**config.mk**
```make
export PLATFORM = sky130hd
export DESIGN_NAME = uart_tx_sched_flat
export DESIGN_NICKNAME = d
export VERILOG_FILES = /design/src/rtl/uart_sched_pkg.sv /design/src/rtl/uart_tx_sched_if.sv /design/src/rtl/uart_tx_sched_rr_arbiter.sv /design/src/rtl/uart_tx_sched.sv /design/src/flat_wrapper.sv
export SDC_FILE = /design/constraint.sdc
export NUM_CORES = 1
export LEC_CHECK = 0
export BUFFER_PORTS_ARGS = -buffer_cell sky130_fd_sc_hd__buf_2
export CAP_MARGIN = 20
export CORE_AREA = 3 3 71 73
export DETAILED_ROUTE_END_ITERATION = 12
export DIE_AREA = 0 0 74 76
export MAX_ROUTING_LAYER = met4
export PLACE_DENSITY = 0.82
export SLEW_MARGIN = 25
export SYNTH_ARGS = -nofsm -noshare
export SYNTH_HDL_FRONTEND = slang
export SYNTH_SLANG_ARGS = --single-unit
```
**constraint.sdc**
```tcl
create_clock -name CLK -period 2.31 [get_ports CLK]
set_input_delay 0.1155 -clock CLK [delete_from_list [all_inputs] [get_ports CLK]]
set_output_delay 0.1155 -clock CLK [all_outputs]
set_load 0.02 [all_outputs]
```
**src/rtl/uart_sched_pkg.sv**
```systemverilog
// Shared types and header formatting for the UART TX burst scheduler.
package uart_sched_pkg;

    typedef enum logic [2:0] {
        IDLE,
        HDR,
        RD,
        CAP,
        DATA
    } state_t;

    localparam int HDR_CH_W  = 2;
    localparam int HDR_LEN_W = 6;

    // Header byte carries the channel id and the payload length minus one.
    function automatic logic [7:0] make_hdr(input logic [HDR_CH_W-1:0] ch,
                                            input logic [HDR_LEN_W:0]  len);
        logic [HDR_LEN_W:0] len_m1;
        len_m1 = len - 1'b1;
        return {ch, len_m1[HDR_LEN_W-1:0]};
    endfunction

endpackage

```
**src/rtl/uart_tx_sched_if.sv**
```systemverilog
// Byte stream from the scheduler to the UART transmitter adapter.
// Handshake: a byte moves on a CLK edge where TX_VALID && TX_READY; once
// TX_VALID is raised, it and TX_DATA hold until that edge.
interface uart_tx_sched_if;
    logic       TX_VALID;
    logic       TX_READY;
    logic [7:0] TX_DATA;

    modport master (output TX_VALID, output TX_DATA, input TX_READY);
    modport slave  (input TX_VALID, input TX_DATA, output TX_READY);
endinterface

```
**src/rtl/uart_tx_sched_rr_arbiter.sv**
```systemverilog
// Combinational rotating-priority picker: the first requester at or above
// base (wrapping) wins.
module rr_arbiter #(
    parameter int NUM_CH = 4
) (
    input  logic [NUM_CH-1:0] req,
    input  logic [1:0]        base,
    output logic [1:0]        grant,
    output logic              grant_valid
);

    logic [1:0] idx;

    // Walk from the lowest priority to the highest so the last hit wins.
    always_comb begin
        grant       = '0;
        grant_valid = 1'b0;
        idx         = '0;
        for (int k = NUM_CH - 1; k >= 0; k--) begin
            idx = 2'((int'(base) + k) % NUM_CH);
            if (req[idx]) begin
                grant       = idx;
                grant_valid = 1'b1;
            end
        end
    end

endmodule

```
**src/rtl/uart_tx_sched.sv**
```systemverilog
// Round-robin scheduler muxing NUM_CH TX FIFOs onto one UART byte stream,
// one header byte plus up to BURST_MAX payload bytes per grant.
module uart_tx_sched
    import uart_sched_pkg::*;
#(
    parameter int NUM_CH    = 4,
    parameter int BURST_MAX = 16,
    parameter int LVL_W     = 8
) (
    input  logic                    CLK,
    input  logic                    RESETn,
    input  logic [NUM_CH-1:0]       CH_EN,
    input  logic [NUM_CH-1:0]       FIFO_EMPTY,
    input  logic [NUM_CH*LVL_W-1:0] FIFO_LEVEL,
    input  logic [NUM_CH*8-1:0]     FIFO_DIN,
    output logic [NUM_CH-1:0]       FIFO_RDEN,
    uart_tx_sched_if.master         tx,
    output logic                    BUSY,
    output logic [1:0]              GRANT_CH,
    output state_t                  dbg_state
);

    localparam int CNT_W = HDR_LEN_W + 1;

    state_t             state;
    logic [1:0]         rr_last;
    logic [CNT_W-1:0]   remaining;
    logic [NUM_CH-1:0]  eligible;
    logic [1:0]         rr_base;
    logic [1:0]         win_ch;
    logic               win_valid;
    logic [LVL_W-1:0]   win_level;
    logic [CNT_W-1:0]   win_len;
    logic [7:0]         sel_din;
    logic               rd_ok;
    logic               accept;

    for (genvar i = 0; i < NUM_CH; i++) begin : g_elig
        assign eligible[i] = CH_EN[i] && !FIFO_EMPTY[i] &&
                             (FIFO_LEVEL[i*LVL_W +: LVL_W] != '0);
    end

    assign rr_base   = (rr_last == 2'(NUM_CH - 1)) ? 2'd0 : rr_last + 2'd1;
    assign win_level = FIFO_LEVEL[int'(win_ch)*LVL_W +: LVL_W];
    assign win_len   = (32'(win_level) > BURST_MAX) ? CNT_W'(BURST_MAX)
                                                    : CNT_W'(win_level);
    assign sel_din   = FIFO_DIN[int'(GRANT_CH)*8 +: 8];
    assign rd_ok     = !FIFO_EMPTY[GRANT_CH];
    assign accept    = tx.TX_VALID && tx.TX_READY;
    assign BUSY      = (state != IDLE);
    assign dbg_state = state;

    rr_arbiter #(.NUM_CH(NUM_CH)) u_arb (
        .req         (eligible),
        .base        (rr_base),
        .grant       (win_ch),
        .grant_valid (win_valid)
    );

    // Read strobe is gated by the live empty flag so an empty FIFO just stalls RD.
    always_comb begin
        FIFO_RDEN = '0;
        if (state == RD && rd_ok) begin
            FIFO_RDEN[GRANT_CH] = 1'b1;
        end
    end

    always_ff @(posedge CLK) begin
        if (!RESETn) begin
            state       <= IDLE;
            tx.TX_VALID <= 1'b0;
            tx.TX_DATA  <= '0;
            GRANT_CH    <= '0;
            rr_last     <= 2'(NUM_CH - 1);
            remaining   <= '0;
        end else begin
            case (state)
                IDLE: begin
                    if (win_valid) begin
                        GRANT_CH    <= win_ch;
                        remaining   <= win_len;
                        tx.TX_DATA  <= make_hdr(win_ch, win_len);
                        tx.TX_VALID <= 1'b1;
                        state       <= HDR;
                    end
                end
                HDR: begin
                    if (accept) begin
                        tx.TX_VALID <= 1'b0;
                        state       <= RD;
                    end
                end
                RD: begin
                    if (rd_ok) begin
                        state <= CAP;
                    end
                end
                CAP: begin
                    tx.TX_DATA  <= sel_din;
                    tx.TX_VALID <= 1'b1;
                    state       <= DATA;
                end
                DATA: begin
                    if (accept) begin
                        tx.TX_VALID <= 1'b0;
                        remaining   <= remaining - 1'b1;
                        if (remaining == CNT_W'(1)) begin
                            rr_last <= GRANT_CH;
                            state   <= IDLE;
                        end else begin
                            state <= RD;
                        end
                    end
                end
                default: state <= IDLE;
            endcase
        end
    end

endmodule

```
**src/flat_wrapper.sv**
```systemverilog
// flat-port wrapper written by rule: the top's interface ports become plain ports
module uart_tx_sched_flat import uart_sched_pkg::*;
#(
    parameter int NUM_CH    = 4,
    parameter int BURST_MAX = 16,
    parameter int LVL_W     = 8
)
  (CLK, RESETn, CH_EN, FIFO_EMPTY, FIFO_LEVEL, FIFO_DIN, FIFO_RDEN, BUSY, GRANT_CH, dbg_state, tx_TX_VALID, tx_TX_DATA, tx_TX_READY);
  uart_tx_sched_if tx_i ();
  input  logic CLK;
  input  logic RESETn;
  input  logic [NUM_CH-1:0] CH_EN;
  input  logic [NUM_CH-1:0] FIFO_EMPTY;
  input  logic [NUM_CH*LVL_W-1:0] FIFO_LEVEL;
  input  logic [NUM_CH*8-1:0] FIFO_DIN;
  output logic [NUM_CH-1:0] FIFO_RDEN;
  output logic BUSY;
  output logic [1:0] GRANT_CH;
  output state_t dbg_state;
  output wire logic [$bits(tx_i.TX_VALID)-1:0] tx_TX_VALID;
  output wire logic [$bits(tx_i.TX_DATA)-1:0] tx_TX_DATA;
  input wire logic [$bits(tx_i.TX_READY)-1:0] tx_TX_READY;
  assign tx_TX_VALID = tx_i.TX_VALID;
  assign tx_TX_DATA = tx_i.TX_DATA;
  assign tx_i.TX_READY = tx_TX_READY;
  uart_tx_sched #(.NUM_CH(NUM_CH), .BURST_MAX(BURST_MAX), .LVL_W(LVL_W)) u_core (.CLK(CLK), .RESETn(RESETn), .CH_EN(CH_EN), .FIFO_EMPTY(FIFO_EMPTY), .FIFO_LEVEL(FIFO_LEVEL), .FIFO_DIN(FIFO_DIN), .FIFO_RDEN(FIFO_RDEN), .tx(tx_i), .BUSY(BUSY), .GRANT_CH(GRANT_CH), .dbg_state(dbg_state));
endmodule
```
# --- Yosys cells after proc, flatten, opt, wreduce, memory -nomap -nowiden ---
# Index checks and enable logic that the tools add are counted.
word_totals:
  ff_bits: 23
  latchBits: 0
  ram_bits: 0
  mem_bits_ro: 0
  input_bits: 75
  out_inout_bits: 19
  n_memories: 0
op_classes:
  n_addsub: 6
  multipliers: 0
  div: 0
  n_lt_le_gt_ge: 7
  eq_ne: 11
  n_shift: 2
  muxes: 37
  n_bitwise: 0
  reduce_logical: 32
op_table:
  columns: ["operator", "n"]
  rows:
  - ["variable part select 32 x 6 -> 8 bit", 2]
  - ["nonzero test 8 bit", 4]
  - ["2-to-1 mux 7 bit", 3]
  - ["case mux 8 bit (2 select lines)", 1]
  - ["less-than comparator 2 x 3 -> 1 bit (second input constant)", 5]
  - ["case mux 3 bit (5 select lines)", 1]
  - ["case mux 7 bit (2 select lines)", 1]
  - ["2-to-1 mux 1 bit", 12]
  - ["2-to-1 mux 2 bit", 6]
  - ["2-to-1 mux 3 bit", 4]
  - ["logical AND 1 bit", 11]
  - ["binary-select mux 1 bit (select 2 bit)", 5]
  - ["AND reduction 3 bit", 3]
  - ["> comparator 8 x 5 -> 1 bit (second input constant)", 1]
  - ["2-to-1 mux 8 bit", 1]
  - ["== test 7 x 1 -> 1 bit (second input constant)", 1]
  - ["subtractor 7 x 1 -> 7 bit (second input constant)", 1]
  - ["== test 3 x 2 -> 1 bit (second input constant)", 2]
  - ["inequality test 2 x 1 -> 1 bit (second input constant)", 3]
  - ["nonzero test 3 bit", 2]
  - ["subtractor 6 x 1 -> 6 bit (second input constant)", 1]
  - ["logical NOT 1 bit", 5]
  - ["adder 2 x 1 -> 2 bit (second input constant)", 2]
  - ["adder 2 bit (second input constant)", 2]
  - ["other kinds (13)", 16]

# --- Depth between registers and ports, before layout ---
# Gate-level depths: netlist of run 1.
logic_depth:
  ltp_word: 15
  ltp_mapped: 14
  depth_no_buf: 13

# --- By module ---
# Synthesis of run 1 repeated with hierarchy kept, for this count alone.
unflattened:
  cells_unflattened: 223
  hier_area_um2: 1850.5
by_module_without_submodules:
  columns: ["module", "n_inst", "cells_per_inst", "area_per_inst_um2", "seq_area_each_um2"]
  rows:
  - ["uart_tx_sched", 1, 210, 1773.0, 460.4]
  - ["rr_arbiter", 1, 13, 77.6, 0.0]

# --- Worst setup path before layout of run 1 ---
# OpenSTA, ideal clock, no wires.
synth_path:
  path_kind: "input to register"
  startpoint: "in FIFO_LEVEL[5]"
  endpoint: "reg u_core.tx.TX_DATA[4]"
  setup_time_ns: 0.124
  arrival_time_ns: 2.401
  required_ns: 2.186
  setup_slack_ns: -0.214
  cell_stages: 13
  path_buffers: 1
  cell_sequence: "nor4_1 > a21oi_1 > a211oi_1 > o31ai_2 > buf_6 > mux2i_1 > mux2_4 > or2_1 > ha_1 > inv_1 > nor4bb_1 > a211oi_1 > nor3_1"
synth_between:
  elab_chain_cells: 14
  elab_cells_between_ends: 26
synth_rtl:
  columns: ["item", "line_no", "source"]
  rows:
  - ["start, declared", "flat_wrapper.sv:14", "input logic [NUM_CH*LVL_W-1:0] FIFO_LEVEL;"]
  - ["nonzero test 8 bit", "uart_tx_sched.sv:40", "(FIFO_LEVEL[i*LVL_W +: LVL_W] != '0);"]
  - ["logical AND 1 bit", "uart_tx_sched.sv:39", "assign eligible[i] = CH_EN[i] && !FIFO_EMPTY[i] &&"]
  - ["binary-select mux 1 bit (select 2 bit)", "uart_tx_sched_rr_arbiter.sv:21", "if (req[idx]) begin"]
  - ["2-to-1 mux 1 bit (implied by the code)", "uart_tx_sched_rr_arbiter.sv:21", null]
  - ["2-to-1 mux 2 bit (4 in a row)", "uart_tx_sched_rr_arbiter.sv:21", null]
  - ["variable part select 32 x 6 -> 8 bit", "uart_tx_sched.sv:44", "assign win_level = FIFO_LEVEL[int'(win_ch)*LVL_W +: LVL_W];"]
  - ["> comparator 8 x 5 -> 1 bit", "uart_tx_sched.sv:45", "assign win_len = (32'(win_level) > BURST_MAX) ? CNT_W'(BURST_MAX)"]
  - ["2-to-1 mux 7 bit", "uart_tx_sched.sv:45", null]
  - ["subtractor 6 x 1 -> 6 bit", "uart_sched_pkg.sv:19", "len_m1 = len - 1'b1;"]
  - ["2-to-1 mux 8 bit", "uart_tx_sched.sv:79", "if (win_valid) begin"]
  - ["case mux 8 bit (2 select lines)", "uart_tx_sched.sv:77", "case (state)"]
  - ["end signal, assigned", "uart_tx_sched.sv:82", "tx.TX_DATA <= make_hdr(win_ch, win_len);"]
  - ["end signal, assigned", "uart_tx_sched.sv:99", "tx.TX_DATA <= sel_din;"]
  - ["end, declared", "uart_tx_sched_if.sv:9", "modport master (output TX_VALID, output TX_DATA, input TX_READY);"]
# Several ways; a longest one is shown, not always the timed one. The select of a mux whose other input is x is not followed.
# A chain may end at the register's enable or synchronous reset.

# --- Worst setup path in the final report of run 1 ---
layout_path:
  startpoint: "reg u_core.rr_last[0]"
  endpoint: "reg u_core.tx.TX_DATA[4]"
layout_between:
  elab_chain_cells: 15
  elab_cells_between_ends: 30
layout_rtl:
  columns: ["item", "line_no", "source"]
  rows:
  - ["start, declared", "uart_tx_sched.sv:26", "logic [1:0] rr_last;"]
  - ["start signal, assigned", "uart_tx_sched.sv:74", "rr_last <= 2'(NUM_CH - 1);"]
  - ["adder 2 x 1 -> 2 bit or == test 2 bit (tied branches)", "uart_tx_sched.sv:43", "assign rr_base = (rr_last == 2'(NUM_CH - 1)) ? 2'd0 : rr_last + 2'd1;"]
  - ["2-to-1 mux 2 bit (*)", "uart_tx_sched.sv:43", null]
  - ["adder 2 bit", "uart_tx_sched_rr_arbiter.sv:20", "idx = 2'((int'(base) + k) % NUM_CH);"]
  - ["binary-select mux 1 bit (select 2 bit)", "uart_tx_sched_rr_arbiter.sv:21", null]
  - ["2-to-1 mux 1 bit (implied by the code)", "uart_tx_sched_rr_arbiter.sv:21", null]
  - ["2-to-1 mux 2 bit (4 in a row)", "uart_tx_sched_rr_arbiter.sv:21", null]
  - ["variable part select 32 x 6 -> 8 bit", "uart_tx_sched.sv:44", null]
  - ["> comparator 8 x 5 -> 1 bit", "uart_tx_sched.sv:45", null]
  - ["2-to-1 mux 7 bit", "uart_tx_sched.sv:45", null]
  - ["subtractor 6 x 1 -> 6 bit", "uart_sched_pkg.sv:19", null]
  - ["2-to-1 mux 8 bit", "uart_tx_sched.sv:79", null]
  - ["case mux 8 bit (2 select lines)", "uart_tx_sched.sv:77", null]
# Mark *: on every way between the ends. The rest lies on a longest branch, timed or not. The select of a mux whose other input is x is not followed.

==> flow_summary.ini, run 1 <==
[timing]
worstMarginPinSlew_ps = 706.8
finClkSkew_ps = 8.261
setup_viol = 9
rsz0062_at_grt = yes
fin_crit_sh = 1.115
layout_setup_ws_ps = -264.9
drv_slew = 0
period_needed_ps = 2575
timing_hold_violations_final = 0
max-slew-margin-rel = 0.5271
timing.fmax_mhz = 388.4

[power_and_ir_drop]
pwr-share-comb = 0.434
switchingPower_uw = 439.7
total_power_uw = 1274
clockPowerShare = 0.198
leakage_uw = 0.001324
power_density_mw_per_mm2 = 442.2
p_sw_frac = 0.3453
ir_drop_uv = 245.8
internal-power_uw = 833.8
pwr-share-seq = 0.369

[routing]
wl_per_cell_um = 16.28
via_per_inst = 5.725
vias = 2273
drt_iter0_drc = 162
drtPass1Iterations = 4
drcViolationCount = 0
wirelength_um = 6465
ant_nets = 0

[min_path]
hold_class = primary input to flop

[global_route]
antenna_found_initial = 0
use_met2 = 0.3963
track_usage = 0.2288
grt_use_met1 = 0.2705
grt_overflow = 0
grt_max_degree = 25
top_usage_layer = met2
grt_pass1_wl_um = 10050
grtUsageMet3 = 0.03958
grt_pass1_vias = 2250

[synth]
netlist_instances = 212
yosysTopAreaCell = dfxtp_1
synth_xor_area_frac = 0.01437
yosysTopAreaCellShare = 0.2519
synth_top_family_by_area = simple AND/OR/NAND/NOR gates
synth-edff-count = 0
syn_area_sq_mm = 0.001828
synth_most_common_cell = dfxtp_1
ys_top_cells_by_area = dfxtp_1, mux4_2, mux2i_1, a21oi_1, nor2_1
synthAdderAreaFrac = 0.02738
synth_common_cells = dfxtp_1, a21oi_1, nor2_1
synthMuxAreaShare = 0.2094
async_flop_share = 0
synth_compound_area_frac = 0.1862
synth_flop_cell = dfxtp_1
postSynthAreaPerCell_sq_um = 8.623
synth_cell_types = 51
synth.yosys.seq_area_share = 0.2519
yosys_warnings = 0
yosys_register_bits = 23
yosys.area_share.simple = 0.2717
syn_nets = 291

[finish]
final_layout_size_suffix_gt1_frac = 0.5449
seq_area_sq_um = 465.4
diodes = 0
final_nets = 425
area_growth_pct = 57.56
nFillCells = 344
finalInstanceArea_sq_mm = 0.002880
multi_input_area_sq_mm = 0.001444

[outcome]
status = complete, but fails checks
violations = setup timing

[floorplanning]
num_rows = 24
initial_core_util = 0.4141
die_w_um = 74
dieArea_sq_mm = 0.005624
fp.coreArea_sq_mm = 0.004414
die_h_um = 76
pin_count = 94

[place]
dpl_cell_area_sq_mm = 0.002673
place_congestion = 0.8515
hpwl_um = 4891
numPortBuffers = 93

[cts]
cts_max_level = 1
insertion_delay_ps = 270
cts_tree = done
clk_path_buf_depth = 2
numCtsBuffers = 3
clockRootBuffer = clkbuf_8
cts_sinks = 23
path_clk_slew_ps = 90

[setup_path]
worst-setup-path-type = flop to flop
arrival_ps = 2730
crit_required_ps = 2470
worstPathMaxFanout = 8
cp-start-kind = flop
end_kind = flop

[run]
maxCapViolations = 0
[layer usage]
layer  routed length, um  share of wire  up-vias
met4                 117          0.018        0
met3                 378          0.058       14
met2                3506           0.54      101
met1                2463           0.38     1095
met5                   0              0        -
li1                    -              -     1063
[power by group through the flow]
stage | sequential, uW | clock, uW | combinational, uW
floorplan | 493 | 0 | 257
global placement | 476 | 0 | 478
detailed placement | 478 | 0 | 491
CTS | 469 | 261 | 518
global route | 476 | 277 | 596
finish | 469 | 252 | 553
[final timing paths]
path,from,to,slack (ps),cells after the start
setup reg to reg,u_core.rr_last[0],u_core.tx.TX_DATA[4],-260,11
hold reg to reg,u_core.tx.TX_DATA[7],u_core.tx.TX_DATA[7],480,2
setup / recovery,u_core.rr_last[0],u_core.tx.TX_DATA[4],-260,11
hold / removal,RESETn,u_core.rr_last[0],200,2
[final cells by class]
type,instances,share of cell area
Clock inverter,1,0.001738
Tap cell,52,0.02259
Multi-Input combinational cell,172,0.5013
Timing Repair Buffer,140,0.2906
Sequential cell,23,0.1616
Inverter,6,0.007819
Clock buffer,3,0.01434
[cell families (layout without fill, tap and decap cells)]
logic type | Yosys count | in the layout
AOI/OAI and AO/OA | 52 | 52
buffers and inverters | 17 | 150
adders and majority gates | 4 | 4
xor gates and xnor gates | 3 | 3
DFF | 23 | 23
and+or+nand+nor | 87 | 87
muxes | 26 | 26
[placed cells by master, fill, tap and decap left out, types with 7 or more instances in the layout]
cell and n:
mux4_2 9, mux2i_1 11, dfxtp_1 21, buf_2 93
nand3_1 8, nand2b_1 8, buf_4 43, o21ai_0 7
a21oi_1 18, nand2_1 14, nor2_1 14
[timing repair]
action                     CTS  global route
hold buffers                 0             0
gates resized for setup     11            15
buffers inserted             3             3
pin swaps                    9             8
setup endpoints to repair   10            10
[worst max-delay path, stage by stage, from the launching register on]
cell and delay, ps:
dfxtp_4 360, ha_4 290, a211oi_4 60, o31ai_4 480, mux2i_1 170, mux2_4 290, or2_4 270, ha_4 180
inv_2 80, nor4bb_4 50, a211oi_2 170, nor3_1 60
[sequential cells by signal, summed over array words and instances, names as in the netlist]
name                cells
u_core.dbg_state        3
u_core.rr_last          2
u_core.tx.TX_VALID      1
u_core.remaining        7
u_core.GRANT_CH         2
u_core.tx.TX_DATA       8
[through the flow]
| step | utilization | TNS, ps | hold slack (ps) | cells | worst slack, ps |
|---|---|---|---|---|---|
| 2_1_floorplan | - | -312.3 | 267.1 | 212 | -126.1 |
| 3_3_place_gp | 0.6054 | -3686 | 451.0 | 388 | -519.9 |
| 3_5_place_dp | 0.6054 | -4687 | 469.7 | 388 | -631.0 |
| 4_1_cts | 0.6332 | -622.6 | 196.8 | 395 | -138.9 |
| 5_1_grt | 0.6525 | -2280 | 225.4 | 397 | -406.9 |
| 6_report | 0.6525 | -1082 | 204.1 | 397 | -264.9 |
(Power assumes the default switching activity.)
==> run 2, diff against run 1 <==
==> constraint.sdc (replaced) <==
create_clock -name CLK -period 2.31 [get_ports CLK]
set_input_delay 0.462 -clock CLK [delete_from_list [all_inputs] [get_ports CLK]]
set_output_delay 0.462 -clock CLK [all_outputs]
set_load 0.02 [all_outputs]
==> run 2 against run 1 <==
Against the previous run:
- the run still ends with setup timing left
- sequential power rose by 1%
- sequential share of layout area shrank 1.9 points
- wire length increased by 28%
- die area unchanged
- clock-buffer cell count did not move
- hold slack better by 290 ps
- first-iteration DRC count rose by 30%
- via count increased by 8.6%
==> flow_summary.ini, run 2 (same netlist as run 1, synthesis figures left out) <==
[power_and_ir_drop]
total_power_uw = 1405
power_density_mw_per_mm2 = 434.0
leakage_uw = 0.001436
ir_drop_uv = 296.0

[timing]
fin_crit_sh = 1.287
timing_hold_violations_final = 0
timing.fmax_mhz = 336.4
layout_setup_ws_ps = -662.7
setup_tns_ps = -4459
drv_slew = 0
holdWs_ps = 491.7
period_needed_ps = 2973
setup_viol = 10
max-slew-margin-rel = 0.5041
finClkSkew_ps = 6.496
rsz0062_at_grt = yes
worstMarginPinSlew_ps = 741.1

[global_route]
track_usage = 0.2726
grt_pass1_vias = 2512
grt_overflow = 0
grt_max_degree = 25
grt_pass1_wl_um = 11790
antenna_found_initial = 0

[routing]
via_per_inst = 5.964
wirelength_um = 8294
drtPass1Iterations = 4
vias = 2469
wl_per_cell_um = 20.03
drt_iter0_drc = 210
drcViolationCount = 0
ant_nets = 0

[finish]
largest_reg_flops = 8
final_nets = 442
finalInstanceArea_sq_mm = 0.003237
area_growth_pct = 77.07
nFillCells = 295
multi_input_area_sq_mm = 0.001593
fin_util = 0.7333
final_cell_mix = buf_2, buf_4, dfxtp_1
largest-register = u_core.tx.TX_DATA
final_layout_size_suffix_gt1_frac = 0.6188
final_common_cell = buf_2
diodes = 0
seq_area_sq_um = 462.9

[place]
numPortBuffers = 93
place_congestion = 0.8795
hpwl_um = 4915
dpl_cell_area_sq_mm = 0.002679

[setup_path]
crit_chain = buf_6, nor4_4, a211o_2, a211oi_2, buf_4, o31ai_4, buf_12, mux2i_1, mux2_4, or2_4, ha_4, inv_4, nor4bb_4, a211oi_2, nor3_2
worst-setup-path-type = primary input to flop
crit_required_ps = 2510
worstPathMaxFanout = 5
rrSetupSlack_ps = -600
rr_startpoint = u_core.rr_last[0]
critical_path.slowest_cell = nor4_4
cp-start-kind = primary input
path_buf_inv = 4
end_kind = flop
rr_endpoint = u_core.tx.TX_DATA[4]
critPathMaxStageDelay_ps = 310
worst_path_dominant_cell_family = simple AND/OR/NAND/NOR gates
arrival_ps = 3180
reg2reg_depth = 13
crit_top_cell = a211oi_2

[cts]
clockRootBuffer = clkbuf_8
cts_sinks = 23
path_clk_slew_ps = 90
clk_path_buf_depth = 2
cts_hold_buf = 0
numCtsBuffers = 3
cts_tree = done
cts_max_level = 1
insertion_delay_ps = 280

[floorplanning]
dieArea_sq_mm = 0.005624
die_h_um = 76
num_rows = 24
initial_core_util = 0.4141
pin_count = 94
fp.coreArea_sq_mm = 0.004414
die_w_um = 74

[outcome]
status = complete, but fails checks
violations = setup timing

[min_path]
hold_end = u_core.tx.TX_DATA[5]
hold_start = u_core.tx.TX_DATA[5]
hold_depth = 2
hold_class = flop to flop

[run]
maxCapViolations = 0
run 2: final cells by class:
class / count / area share
Clock inverter: 1 / 0.001546
Sequential cell: 23 / 0.1430
Timing Repair Buffer: 156 / 0.3228
Tap cell: 52 / 0.02010
Multi-Input combinational cell: 173 / 0.4921
Inverter: 6 / 0.007731
Clock buffer: 3 / 0.01276
run 2: timing repair:
item / 4_1_cts / 5_1_grt
pin swaps: 20 / 16
setup buffers: 14 / 10
gates resized for setup: 36 / 33
gates cloned: 1 / 0
setup endpoints to repair: 12 / 17
run 2: how the worst max path moves through the flow:
stage | start | end | slack [ps] | cells past startpoint
finish | FIFO_LEVEL[18] | u_core.tx.TX_DATA[4] | -660 | 15
detailed placement | FIFO_LEVEL[17] | u_core.tx.TX_DATA[4] | -1220 | 13
global route | FIFO_LEVEL[18] | u_core.tx.TX_DATA[4] | -770 | 15
CTS | FIFO_LEVEL[21] | u_core.tx.TX_DATA[4] | -370 | 14
floorplan | FIFO_LEVEL[23] | u_core.tx.TX_DATA[4] | -420 | 13
global placement | FIFO_LEVEL[17] | u_core.tx.TX_DATA[4] | -990 | 13
run 2: worst min-delay path: cells and delay by family (launching register included):
kind / cells / cell delay, ps
flip-flops: 1 / 320
AO/OA/AOI/OAI: 1 / 60
AND/OR/NAND/NOR: 1 / 70
run 2: per-stage QoR:
step	setup slack (ps)	std cells
final	-662.7	414
after global routing	-765.8	414
after CTS	-366.0	406
after detailed placement	-1216	390
after global placement	-992.1	390
after floorplan	-420.2	212
run 2: power breakdown:
group	switching, uW	internal, uW	total [uW]
Clock	150	121	271
Combinational	321	338	659
Sequential	43.8	431	475
Total	515	890	1400
run 2: layer usage:
metal  wire (um)  share of wire  track usage
met5           0              0            -
met4         470          0.057       0.1087
met3         757          0.091      0.04881
met2        4243           0.51       0.4637
met1        2822           0.34       0.3093
==> run 3, diff against run 2 <==
Settings changed: ABC_AREA from default to 1, CORE_AREA 3 3 71 73 to 3 3 78 80, DIE_AREA 0 0 74 76 to 0 0 81 83, PLACE_DENSITY 0.82 to 0.79.
==> run 3 against run 2 <==
Against the previous run:
- critical path type is now flop to flop
- the flow still finishes with violations (setup timing)
- combinational power rose to 2.9 times the previous value
- worst setup slack better by 240 ps
- clock-buffer cell count up 1
- hold slack lost 25 ps
- via count is 31% higher
- sequential power is 34% higher
==> flow_summary.ini, run 3 <==
[outcome]
status = complete, but fails checks
violations = setup timing

[timing]
layout_setup_ws_ps = -419.1
worstMarginPinSlew_ps = 435.4
timing.fmax_mhz = 366.4
setup_viol = 20
rsz0062_at_grt = yes
drv_slew = 0
timing_hold_violations_final = 0
finClkSkew_ps = 1.447
max-slew-margin-rel = 0.7094
holdWs_ps = 466.7
period_needed_ps = 2729
fin_crit_sh = 1.181

[synth]
syn_area_sq_mm = 0.002232
yosysTopAreaCellShare = 0.2063
yosys.area_share.simple = 0.4451
synthAdderAreaFrac = 0.02242
synth-edff-count = 0
synth_compound_area_frac = 0.1839
synth_top_family_by_area = simple AND/OR/NAND/NOR gates
synth.yosys.seq_area_share = 0.2063
yosys_warnings = 0
synth_common_cells = nand2_1, inv_1, nor2_1
synth_flop_cell = dfxtp_1
synth_xor_area_frac = 0.01121
yosys_register_bits = 23
synthMuxAreaShare = 0
ys_top_cells_by_area = dfxtp_1, nand2_1, inv_1, nor2_1, nand3_1
synth_cell_types = 44
syn_nets = 458
netlist_instances = 379
postSynthAreaPerCell_sq_um = 5.890
synth_most_common_cell = nand2_1
yosysTopAreaCell = dfxtp_1
async_flop_share = 0

[floorplanning]
fp.coreArea_sq_mm = 0.005473
die_h_um = 83
pin_count = 94
initial_core_util = 0.4079
die_w_um = 81
dieArea_sq_mm = 0.006723
num_rows = 27

[routing]
drcViolationCount = 0
wl_per_cell_um = 14.60
wirelength_um = 9182
drt_iter0_drc = 296
vias = 3238
drtPass1Iterations = 5
ant_nets = 0
via_per_inst = 5.148

[cts]
clockRootBuffer = clkbuf_8
numCtsBuffers = 3
cts_sinks = 23
clk_path_buf_depth = 2
cts_max_level = 1
path_clk_slew_ps = 100
cts_tree = done
insertion_delay_ps = 270

[setup_path]
worstPathMaxFanout = 7
rr_startpoint = u_core.rr_last[1]
crit_chain = ha_4, nor2_4, xor2_2, inv_2, nand2_2, nand2_4, nand2_8, nand2_8, nand2_8, nand2_8, o211ai_1, nand2_2, nand2_4, ha_4, inv_1, o21ai_1, nand2_1, o21bai_4, a21oi_2
crit_top_cell = nand2_8
rr_endpoint = u_core.tx.TX_DATA[4]
crit_start = u_core.rr_last[1]
arrival_ps = 2950
end_kind = flop
critical_path.slowest_cell = dfxtp_2
rrSetupSlack_ps = -420
worst-setup-path-type = flop to flop
reg2reg_depth = 19
critical_path.endpoint = u_core.tx.TX_DATA[4]
critPathMaxStageDelay_ps = 350
cp-start-kind = flop
crit_required_ps = 2530

[finish]
final_nets = 637
final_layout_size_suffix_gt1_frac = 0.4811
largest_reg_flops = 8
area_growth_pct = 74.05
fin_util = 0.7099
final_cell_mix = buf_2, nand2_1, buf_4
final_common_cell = buf_2
largest-register = u_core.tx.TX_DATA
diodes = 0

[power_and_ir_drop]
pwr-share-seq = 0.223
internal-power_uw = 1484
clockPowerShare = 0.097
p_sw_frac = 0.4812
power_density_mw_per_mm2 = 736.3
switchingPower_uw = 1376
ir_drop_uv = 450.5
leakage_uw = 0.002072
pwr-share-comb = 0.680

[global_route]
grt_pass1_vias = 3125
antenna_found_initial = 0
grt_overflow = 0
grt_pass1_wl_um = 14010
grt_max_degree = 13
track_usage = 0.2647

[place]
place_congestion = 0.8988
hpwl_um = 6152
numPortBuffers = 93

[min_path]
hold_class = flop to flop

[run]
maxCapViolations = 0
==> run 3: cell count changes after synthesis, moves of 9 or more <==
| cell | change |
|---|---|
| nand2_1 | +83 |
| mux2i_1 | -12 |
| mux4_2 | -9 |
| nor2_1 | +35 |
| nand2_2 | +10 |
| inv_1 | +58 |
| nand3_1 | +21 |
==> run 3: logic make-up after synthesis <==
family,Yosys count
AO/OA/AOI/OAI,63
adder cells (fa/ha/maj),4
buffers and inverters,74
XOR/XNOR,2
AND/OR/NAND/NOR,213
flip-flops,23
==> run 3: critical path: cells and delay by family (launching register included) <==
kind / cells / cell delay [ps]
and+or+nand+nor: 10 / 1030
AOI/OAI and AO/OA: 4 / 620
DFF: 1 / 350
adders and majority gates: 2 / 310
xor gates and xnor gates: 1 / 240
buffers and inverters: 2 / 140
==> run 3: repair_timing <==
item | 4_1_cts | 5_1_grt
gates resized for setup | 54 | 42
buffers inserted | 19 | 5
hold buffers | 0 | 0
endpoints found under the setup margin | 21 | 24
pin swaps | 34 | 28
cloned | 4 | 0
==> run 3: layer usage <==
metal,track usage,share of wire,up-vias
li1,-,-,1578
met1,0.3253,0.40,1475
met2,0.4533,0.50,159
met3,0.03688,0.075,26
met4,0.05991,0.026,0
met5,-,0,-
==> run 3: metrics by stage <==
| stage | cell area [sq um] | setup TNS [ps] | cells | worst slack [ps] | total power [uW] |
|---|---|---|---|---|---|
| 6_report | 3885 | -4940 | 629 | -419.1 | 2860 |
| 5_1_grt | 3885 | -8439 | 629 | -573.6 | 3054 |
| 4_1_cts | 3680 | -3120 | 626 | -305.9 | 2711 |
| 3_5_place_dp | 3239 | -4099 | 600 | -504.5 | 2181 |
| 3_3_place_gp | 3239 | -3190 | 600 | -444.5 | 2136 |
| 2_1_floorplan | 2261 | -512.1 | 379 | -197.3 | 1575 |
==> run 3: worst min-delay path by stage <==
stage | startpoint | to | slack (ps) | cells past startpoint
global placement | u_core.tx.TX_DATA[5] | u_core.tx.TX_DATA[5] | 450 | 2
global route | u_core.tx.TX_DATA[5] | u_core.tx.TX_DATA[5] | 490 | 2
detailed placement | u_core.tx.TX_DATA[5] | u_core.tx.TX_DATA[5] | 450 | 2
CTS | u_core.tx.TX_DATA[5] | u_core.tx.TX_DATA[5] | 470 | 2
finish | u_core.tx.TX_DATA[5] | u_core.tx.TX_DATA[5] | 470 | 2
floorplan | u_core.remaining[3] | u_core.remaining[3] | 460 | 2
==> run 3: power groups by stage <==
stage	Combinational (uW)	Sequential (uW)	Clock (uW)
3_3_place_gp	1510	624	0
3_5_place_dp	1550	630	0
6_report	1940	638	279
2_1_floorplan	850	725	0
4_1_cts	1810	625	272
5_1_grt	2110	651	289
==> run 3: final cells by class <==
type                    instances  area [sq um]
clock buffers                   4         45.04
fillers                       436          1588
inverters                      70         270.3
multi-input cells             285          1862
flip-flops and latches         23         465.4
well taps                      72         90.09
repair buffers                175          1152
